===== config.mk =====
export PLATFORM = sky130hd
export DESIGN_NAME = decode_stage
export DESIGN_NICKNAME = d
export VERILOG_FILES = /design/src/rtl/riscv_pkg.sv /design/src/rtl/instr_fifo.sv /design/src/rtl/decode_stage.sv
export SDC_FILE = /design/constraint.sdc
export NUM_CORES = 1
export LEC_CHECK = 0
export ABC_AREA = 1
export CAP_MARGIN = 30
export CORE_ASPECT_RATIO = 1.1
export CORE_MARGIN = 5
export CORE_UTILIZATION = 45
export DETAILED_ROUTE_END_ITERATION = 8
export PLACE_DENSITY = 0.77
export SETUP_SLACK_MARGIN = 0.02
export SYNTH_ARGS = -nofsm -noshare
export SYNTH_HDL_FRONTEND = slang
export SYNTH_SLANG_ARGS = --single-unit

===== constraint.sdc =====
create_clock -name clk -period 12.05 [get_ports clk]
set_input_delay 1.8075 -clock clk [delete_from_list [all_inputs] [get_ports clk]]
set_output_delay 1.8075 -clock clk [all_outputs]
set_load 0.01 [all_outputs]

===== src/rtl/riscv_pkg.sv =====
// riscv_pkg: RV32I opcodes, control encodings, control struct and decode function
package riscv_pkg;
   localparam logic [6:0] OP_R      = 7'd51;
   localparam logic [6:0] OP_LOAD   = 7'd3;
   localparam logic [6:0] OP_IMM    = 7'd19;
   localparam logic [6:0] OP_STORE  = 7'd35;
   localparam logic [6:0] OP_BRANCH = 7'd99;
   localparam logic [6:0] OP_LUI    = 7'd55;
   localparam logic [6:0] OP_AUIPC  = 7'd23;
   localparam logic [6:0] OP_JAL    = 7'd111;
   localparam logic [6:0] OP_JALR   = 7'd103;

   typedef enum logic [2:0] {
      IMM_I = 3'b000, IMM_S = 3'b001, IMM_B = 3'b010, IMM_U = 3'b011, IMM_J = 3'b100, IMM_NONE = 3'b111
   } imm_src_e;

   typedef enum logic [1:0] {RES_ALU = 2'b00, RES_MEM = 2'b01, RES_PC4 = 2'b10} result_src_e;

   typedef enum logic [1:0] {ALU_ADD = 2'b00, ALU_BR = 2'b01, ALU_FUNCT = 2'b10, ALU_PASSB = 2'b11} alu_op_e;

   typedef struct packed {
      logic        reg_write;
      logic        mem_write;
      logic        alu_src;
      logic        a_src_pc;
      logic        branch;
      logic        jump;
      logic        jump_reg;
      result_src_e result_src;
      imm_src_e    imm_src;
      alu_op_e     alu_op;
   } ctrl_t;

   localparam ctrl_t CTRL_NONE = '{1'b0, 1'b0, 1'b0, 1'b0, 1'b0, 1'b0, 1'b0, RES_ALU, IMM_NONE, ALU_ADD};

   // Opcode match implies instr[1:0]==11 since every listed opcode ends in 11
   function automatic ctrl_t decode(input logic [31:0] instr, output logic illegal);
      ctrl_t c;
      logic [2:0] f3;
      f3 = instr[14:12];
      c = CTRL_NONE;
      illegal = 1'b0;
      case (instr[6:0])
         OP_R:      begin c.reg_write = 1'b1; c.alu_op = ALU_FUNCT; end
         OP_LOAD:   begin c.reg_write = 1'b1; c.alu_src = 1'b1; c.imm_src = IMM_I; c.result_src = RES_MEM; end
         OP_IMM:    begin c.reg_write = 1'b1; c.alu_src = 1'b1; c.imm_src = IMM_I; c.alu_op = ALU_FUNCT; end
         OP_STORE:  begin c.mem_write = 1'b1; c.alu_src = 1'b1; c.imm_src = IMM_S; end
         OP_BRANCH: begin c.branch = 1'b1; c.imm_src = IMM_B; c.alu_op = ALU_BR; illegal = f3[2:1] == 2'b01; end
         OP_LUI:    begin c.reg_write = 1'b1; c.alu_src = 1'b1; c.imm_src = IMM_U; c.alu_op = ALU_PASSB; end
         OP_AUIPC:  begin c.reg_write = 1'b1; c.a_src_pc = 1'b1; c.alu_src = 1'b1; c.imm_src = IMM_U; end
         OP_JAL:    begin c.reg_write = 1'b1; c.jump = 1'b1; c.imm_src = IMM_J; c.result_src = RES_PC4; end
         OP_JALR:   begin
            c.reg_write = 1'b1; c.jump = 1'b1; c.jump_reg = 1'b1; c.alu_src = 1'b1;
            c.imm_src = IMM_I; c.result_src = RES_PC4; illegal = f3 != 3'b000;
         end
         default:   illegal = 1'b1;
      endcase
      return illegal ? CTRL_NONE : c;
   endfunction
endpackage


===== src/rtl/instr_fifo.sv =====
// instr_fifo: DEPTH-entry synchronous FIFO holding instruction word and PC
module instr_fifo #(
   parameter int DEPTH = 4,
   parameter int W     = 64
) (
   input  logic                   clk,
   input  logic                   rst,
   input  logic                   flush,
   input  logic                   push,
   input  logic                   pop,
   input  logic [W-1:0]           wdata,
   output logic [W-1:0]           rdata,
   output logic                   full,
   output logic                   empty,
   output logic [$clog2(DEPTH):0] count
);
   localparam int AW = $clog2(DEPTH);
   localparam int CW = AW + 1;

   logic [W-1:0]  mem [DEPTH];
   logic [AW-1:0] wr_ptr, rd_ptr;

   assign rdata = mem[rd_ptr];
   assign full  = count == CW'(DEPTH);
   assign empty = count == '0;

   always_ff @(posedge clk)
      if (push) mem[wr_ptr] <= wdata;

   // Pointers wrap naturally because DEPTH is a power of two
   always_ff @(posedge clk)
      if (rst || flush) begin
         wr_ptr <= '0;
         rd_ptr <= '0;
         count  <= '0;
      end else begin
         wr_ptr <= wr_ptr + AW'(push);
         rd_ptr <= rd_ptr + AW'(pop);
         count  <= count + CW'(push) - CW'(pop);
      end
endmodule


===== src/rtl/decode_stage.sv =====
// decode_stage: queued RV32I decode with registered valid/ready output and illegal counter
module decode_stage import riscv_pkg::*; #(
   parameter int DEPTH = 4,
   parameter int PC_W  = 32,
   parameter int CNT_W = 16
) (
   input  logic             clk,
   input  logic             rst,
   input  logic             flush,
   input  logic             in_valid,
   output logic             in_ready,
   input  logic [31:0]      in_instr,
   input  logic [PC_W-1:0]  in_pc,
   output logic             out_valid,
   input  logic             out_ready,
   output logic [31:0]      out_instr,
   output logic [PC_W-1:0]  out_pc,
   output logic             RegWrite,
   output logic             MemWrite,
   output logic             ALUSrc,
   output logic             ASrcPC,
   output logic             Branch,
   output logic             Jump,
   output logic             JumpReg,
   output logic [1:0]       ResultSrc,
   output logic [2:0]       ImmSrc,
   output logic [1:0]       ALUOp,
   output logic             illegal,
   output logic [CNT_W-1:0] illegal_cnt
);
   localparam int CW = $clog2(DEPTH) + 1;

   logic             push, pop, full, empty, ill_d, ill_q;
   logic [CW-1:0]    count;
   logic [31+PC_W:0] head;
   ctrl_t            ctrl_d, ctrl_q;

   // A same-cycle pop deliberately does not open a slot for fetch
   assign in_ready = !rst && count != CW'(DEPTH);
   assign push     = in_valid && in_ready && !flush;
   assign pop      = !empty && (!out_valid || out_ready) && !flush;

   instr_fifo #(.DEPTH(DEPTH), .W(32 + PC_W)) u_fifo (
      .clk   (clk),
      .rst   (rst),
      .flush (flush),
      .push  (push),
      .pop   (pop),
      .wdata ({in_instr, in_pc}),
      .rdata (head),
      .full  (full),
      .empty (empty),
      .count (count)
   );

   always_comb ctrl_d = decode(head[PC_W +: 32], ill_d);

   always_ff @(posedge clk)
      if (rst) begin
         out_valid <= 1'b0;
         ctrl_q    <= CTRL_NONE;
         ill_q     <= 1'b0;
         out_instr <= '0;
         out_pc    <= '0;
      end else if (flush) begin
         out_valid <= 1'b0;
      end else if (pop) begin
         out_valid            <= 1'b1;
         ctrl_q               <= ctrl_d;
         ill_q                <= ill_d;
         {out_instr, out_pc}  <= head;
      end else if (out_ready) begin
         out_valid <= 1'b0;
      end

   // Handshakes in a flush cycle are discarded, so they are not counted
   always_ff @(posedge clk)
      if (rst) illegal_cnt <= '0;
      else if (!flush && out_valid && out_ready && ill_q && illegal_cnt != '1)
         illegal_cnt <= illegal_cnt + CNT_W'(1);

   assign RegWrite  = ctrl_q.reg_write;
   assign MemWrite  = ctrl_q.mem_write;
   assign ALUSrc    = ctrl_q.alu_src;
   assign ASrcPC    = ctrl_q.a_src_pc;
   assign Branch    = ctrl_q.branch;
   assign Jump      = ctrl_q.jump;
   assign JumpReg   = ctrl_q.jump_reg;
   assign ResultSrc = ctrl_q.result_src;
   assign ImmSrc    = ctrl_q.imm_src;
   assign ALUOp     = ctrl_q.alu_op;
   assign illegal   = ill_q;

   assert property (@(posedge clk) disable iff (rst) full |-> !push);
endmodule


# Word level (Yosys, flattened, before mapping)
# Memory sizes are Yosys's and may differ from the RTL's. A register that Yosys moved wholly into a read port is not among the register bits.
# Index checks and enable logic that the tools add are counted.
# word_totals
register_bits	103
memories	1
elab_cells	81
ram_bits	256
# classes
n_bitwise	1
add_sub_neg	5
mux	17
n_reduce_logical	27
eq_ne	12
# mem_list
memory	words	word_bits	rd	rd_clocked_by_memory_dff	wr	line_no	source
u_fifo.mem	4	64	1	1	1	instr_fifo.sv:20	logic [W-1:0] mem [DEPTH];
# op_table
op	count
$eq A7 B6 Y1 const B	3
$eq A7 B7 Y1 const B	3
$add A16 B1 Y16 const B	1
$ne A16 B16 Y1 const B	1
$pmux W3 S5	1
$eq A7 B5 Y1 const B	2
$mux W14	1
$reduce_or A7 Y1	2
$mux W1	11
$logic_and A1 B1 Y1	9
$reduce_or A2 Y1	4
$eq A7 B2 Y1 const B	1
$pmux W2 S3	1
$reduce_or A6 Y1	1
$add A2 B1 Y2	2
$logic_not A1 Y1	4
$pmux W2 S2	1
$add A3 B1 Y3	1
$logic_not A3 Y1	1
$ne A3 B3 Y1 const B	1
$pmux W1 S3	1
$reduce_bool A3 Y1	1
$reduce_or A3 Y1	1
$sub A3 B1 Y3	1
6 further kinds	7

# Longest topological paths before layout
# depth
ltp_word	6
ltp_mapped	16

# Cells and area by module
# A second synthesis with hierarchy kept.
# unflattened
cells_unflattened	1331
hier_area_um2	14252.4
# modules_own_cells
mod	instances	cells_each	seq_area_each_um2	area_each_um2
instr_fifo	1	793	7827.5	10342.4
decode_stage	1	538	1921.8	3910.0

# Worst setup path before layout
# Ideal clock, no wire load.
# synth_path
kind	input -> register
start	input port flush
end	memory u_fifo.mem[0][0], enable pin
slack_ns	4.978
arrival_ns	6.507
cell_stages	3
t_required_ns	11.485
path_buffers	0
path_cell_list	nor2_1 -> nand3_1 -> nor3_1
# synth_between
elab_chain_len	4
# synth_rtl
item	line_no	source
start, declared	decode_stage.sv:9	input logic flush,
$logic_not A1 Y1	decode_stage.sv:40	assign push = in_valid && in_ready && !flush;
$logic_and A1 B1 Y1	decode_stage.sv:40	
$mux W1	instr_fifo.sv:28	if (push) mem[wr_ptr] <= wdata;
$mux W1 (implied by the code)	instr_fifo.sv:28	
end, declared	instr_fifo.sv:20	
# No other way between the ends.

# Final worst setup path
# layout_path
start	input port rst
end	output port in_ready
# layout_between
elab_chain_len	2
# layout_rtl
item	line_no	source
start, declared	decode_stage.sv:8	input logic rst,
$logic_not A1 Y1	decode_stage.sv:39	assign in_ready = !rst && count != CW'(DEPTH);
$logic_and A1 B1 Y1	decode_stage.sv:39	
end, declared	decode_stage.sv:11	output logic in_ready,
# No other way between the ends.

==> results.tsv <==
stage	metric	value	unit
placement	port_buffers	165	
floorplanning	die_area	34200	sq um
clocking	clock_sinks	359	
routing	vias	9552	
timing	hold_violations	0	
synthesis	yosysWarningCount	0	
synthesis	synth-seq-area-share	70.8	%
cells_and_area	postLayoutCoreUtil	55.8	%
routing	drc	0	
timing	setup_viol	0	
grt	busiest_layer	met2	
synthesis	syn_inst	1239	
synthesis	synth_edf_count	256	
timing	tns	0	ns
clocking	post_cts.repair.setup_buffers	0	
placement	dpl.hpwl	17.9	mm
grt	grt_max_degree	99	
grt	antenna_found_initial	1	
grt	grt-ovfl-total	0	
clocking	cts_resized	0	
synthesis	syn_avg_cell_area	11.1	sq um
routing	dr.pass1.iters	5	
synthesis	synth-async-reset-ratio	0	%
cells_and_area	fillCellCount	2529	
clocking	cts-buffers-inserted	37	
pwr	peakVddDrop	0.0976	mV
worst_setup_path	end_kind	output port	
worst_setup_path	r2r_cells	14	
grt	grt_pass1_vias	9575	
grt	met1_usage	22.6	%
synthesis	synth_nets	1314	
timing	finalCriticalPeriod	5.33	ns
floorplanning	io_pins	166	
grt	grt_pass1_wl	49.5	mm
synthesis	synth-main-ff-cell	edfxtp_1	
placement	pre_cts_ws	6.73	ns
min_path	hold_path_depth	2	
synthesis	synth_top_area_cell	edfxtp_1	
cells_and_area	seq_area	9760	sq um
min_path	hold_start	ALUOp[1]	
cells_and_area	final_cells	1833	
placement	gp_congestion	0.830	
clocking	ctsHoldBuffers	0	
flow_run	max_cap_viol_count	0	
floorplanning	placeableCoreArea	30300	sq um
clocking	cts_root_buf	clkbuf_16	
floorplanning	num_rows	67	
grt	met2_usage	31.3	%
routing	wl	31.2	mm
pwr	leakage	5.92	nW
placement	place_inst	1764	
timing	post-route-period-util	44.2	%
clocking	insertion_delay	0.51	ns
worst_setup_path	start_kind	input port	
cells_and_area	drive_above_1_share	6.42	%
grt	grt_use_met3	4.39	%
floorplanning	start_util	45.4	%
synthesis	synth-seq-cells	359	
routing	drtIter0Drc	629	
floorplanning	die_w	177	microns
min_path	worstHoldEndpoint	ALUOp[1]	
worst_setup_path	ff2ff_setup_slack	8.41	ns
timing	timing.hold.ws	0.462	ns
routing	antenna_left	0	
timing	rsz0062_at_grt	no	
worst_setup_path	r2r-start	u_fifo.rd_ptr[0]	
floorplanning	die_y	193	microns
routing	wl_per_cell	17.0	microns
synthesis	synth_area_leaders	edfxtp_1 56%, dfxtp_1 15%, nor2_1 7.0%	
routing	viasPerCell	5.21	
synthesis	synthTopCellsByCount	256 x edfxtp_1, 256 x nor2_1, 189 x o21ai_0	
worst_setup_path	arrival	3.52	ns
cells_and_area	area_growth	23.1	%
timing	fmax	188	MHz
worst_setup_path	critical_path.max_fanout	21	
synthesis	syn_area	13800	sq um
pwr	cellPowerDensity	151	nW/um^2
min_path	hold_class	flop to flop	
status	status	finished, final reports clean	
cells_and_area	multi_input_area	3560	sq um
timing	finalClockSkew	0.0155	ns
synthesis	synth_cell_types	36	
timing	max-slew-margin-rel	36.3	%
cells_and_area	fin_nets	1465	
worst_setup_path	worst_r2r_endpoint	ImmSrc[2]	
grt	grt_usage	18.0	%
timing	worst-slew-pin-transition	0.955	ns
clocking	htreeDepth	2	
timing	timing.final.ws_setup	6.72	ns
timing	slew_viol_final	0	
worst_setup_path	critPathKind	input port to output port	
worst_setup_path	worstPathRequired	10.24	ns
clocking	clkSlewWorstSetupHoldPaths	0.06	ns
synthesis	netlist.area_leader.share	55.8	%
clocking	cts.path.max_buffers	3	
clocking	cts_tree	done	
metrics by stage:
stage,area [sq um],power [mW]
2_1_floorplan,13800,1.45
3_3_place_gp,15800,1.53
3_5_place_dp,15800,1.53
4_1_cts,16900,2.59
5_1_grt,16900,2.66
6_report,16900,2.57
cells in the final DEF (no fill, tap or decap), types with 2 or more instances in the layout:
cell type        instances
a21oi_1                 37
a31oi_1                 57
buf_4                   15
bufinv_16                2
clkbuf_1                12
clkbuf_16               37
clkdlybuf4s50_1        165
clkinv_1                 5
clkinv_2                 7
dfxtp_1                101
dfxtp_4                  2
diode_2                  2
edfxtp_1               256
ha_1                     5
inv_1                   42
inv_2                    5
inv_6                    2
nand2_1                140
nand2_2                  7
nand3_1                 32
nand4_1                  3
nor2_1                 256
nor2_2                   2
nor3_1                   8
nor3_2                   4
o21ai_0                189
o21bai_1                 3
o22a_1                   3
xnor2_1                  4
sequential cells by signal (all words and copies together), names as in the netlist:
register and flops:
ASrcPC 1, u_fifo.count 3, Branch 1, ImmSrc 3, ALUSrc 1, u_fifo.rd_ptr 2, out_instr 32, u_fifo.mem 256
illegal_cnt 16, JumpReg 1, ResultSrc 2, Jump 1, out_valid 1, out_pc 32, RegWrite 1, illegal 1
ALUOp 2, MemWrite 1, u_fifo.wr_ptr 2
cells by family (layout without fill, tap and decap cells):
group / Yosys count / in the layout / share of synthesized area (%)
buffers and inverters: 118 / 296 / 3.49
other: 0 / 2 / 0
XOR/XNOR: 5 / 5 / 0.318
AO/OA/AOI/OAI: 291 / 291 / 11.2
adder cells (fa/ha/maj): 6 / 6 / 0.600
flip-flops: 359 / 359 / 70.8
AND/OR/NAND/NOR: 460 / 460 / 13.5
worst max path at each step:
stage | cells past startpoint | from | slack (ns) | end
floorplan | 3 | flush | 4.98 | u_fifo.mem[0][0]
global placement | 3 | rst | 6.77 | in_ready
finish | 3 | rst | 6.72 | in_ready
detailed placement | 3 | rst | 6.73 | in_ready
global route | 3 | rst | 6.60 | in_ready
CTS | 3 | rst | 6.72 | in_ready
report_power, final:
group          internal, mW  total, mW  switching, mW
sequential             1.35       1.36         0.0147
combinational        0.0685      0.147         0.0789
clock                 0.618       1.06          0.440
critical path, stage by stage:
cell and delay, ns:
clkdlybuf4s50_1 0.79, a31oi_1 0.33, clkdlybuf4s50_1 0.59
cell type report:
| class | count | share of cell area (%) |
|---|---|---|
| well taps | 414 | 3.06 |
| inverters | 49 | 1.09 |
| flip-flops and latches | 359 | 57.6 |
| repair buffers | 181 | 10.6 |
| multi-input cells | 762 | 21.0 |
| clock inverters | 16 | 0.820 |
| clock buffers | 50 | 5.81 |
| diodes | 2 | 0.0295 |
per-layer routing:
metal / part of all wire [%] / up-vias / routed length, microns
li1: - / 4633 / -
met3: 7.6 / 38 / 2370
met5: 0 / - / 0
met2: 50 / 315 / 15600
met4: 1.5 / 0 / 457
met1: 41 / 4566 / 12800
No activity file was read; power rests on OpenSTA's default activity.
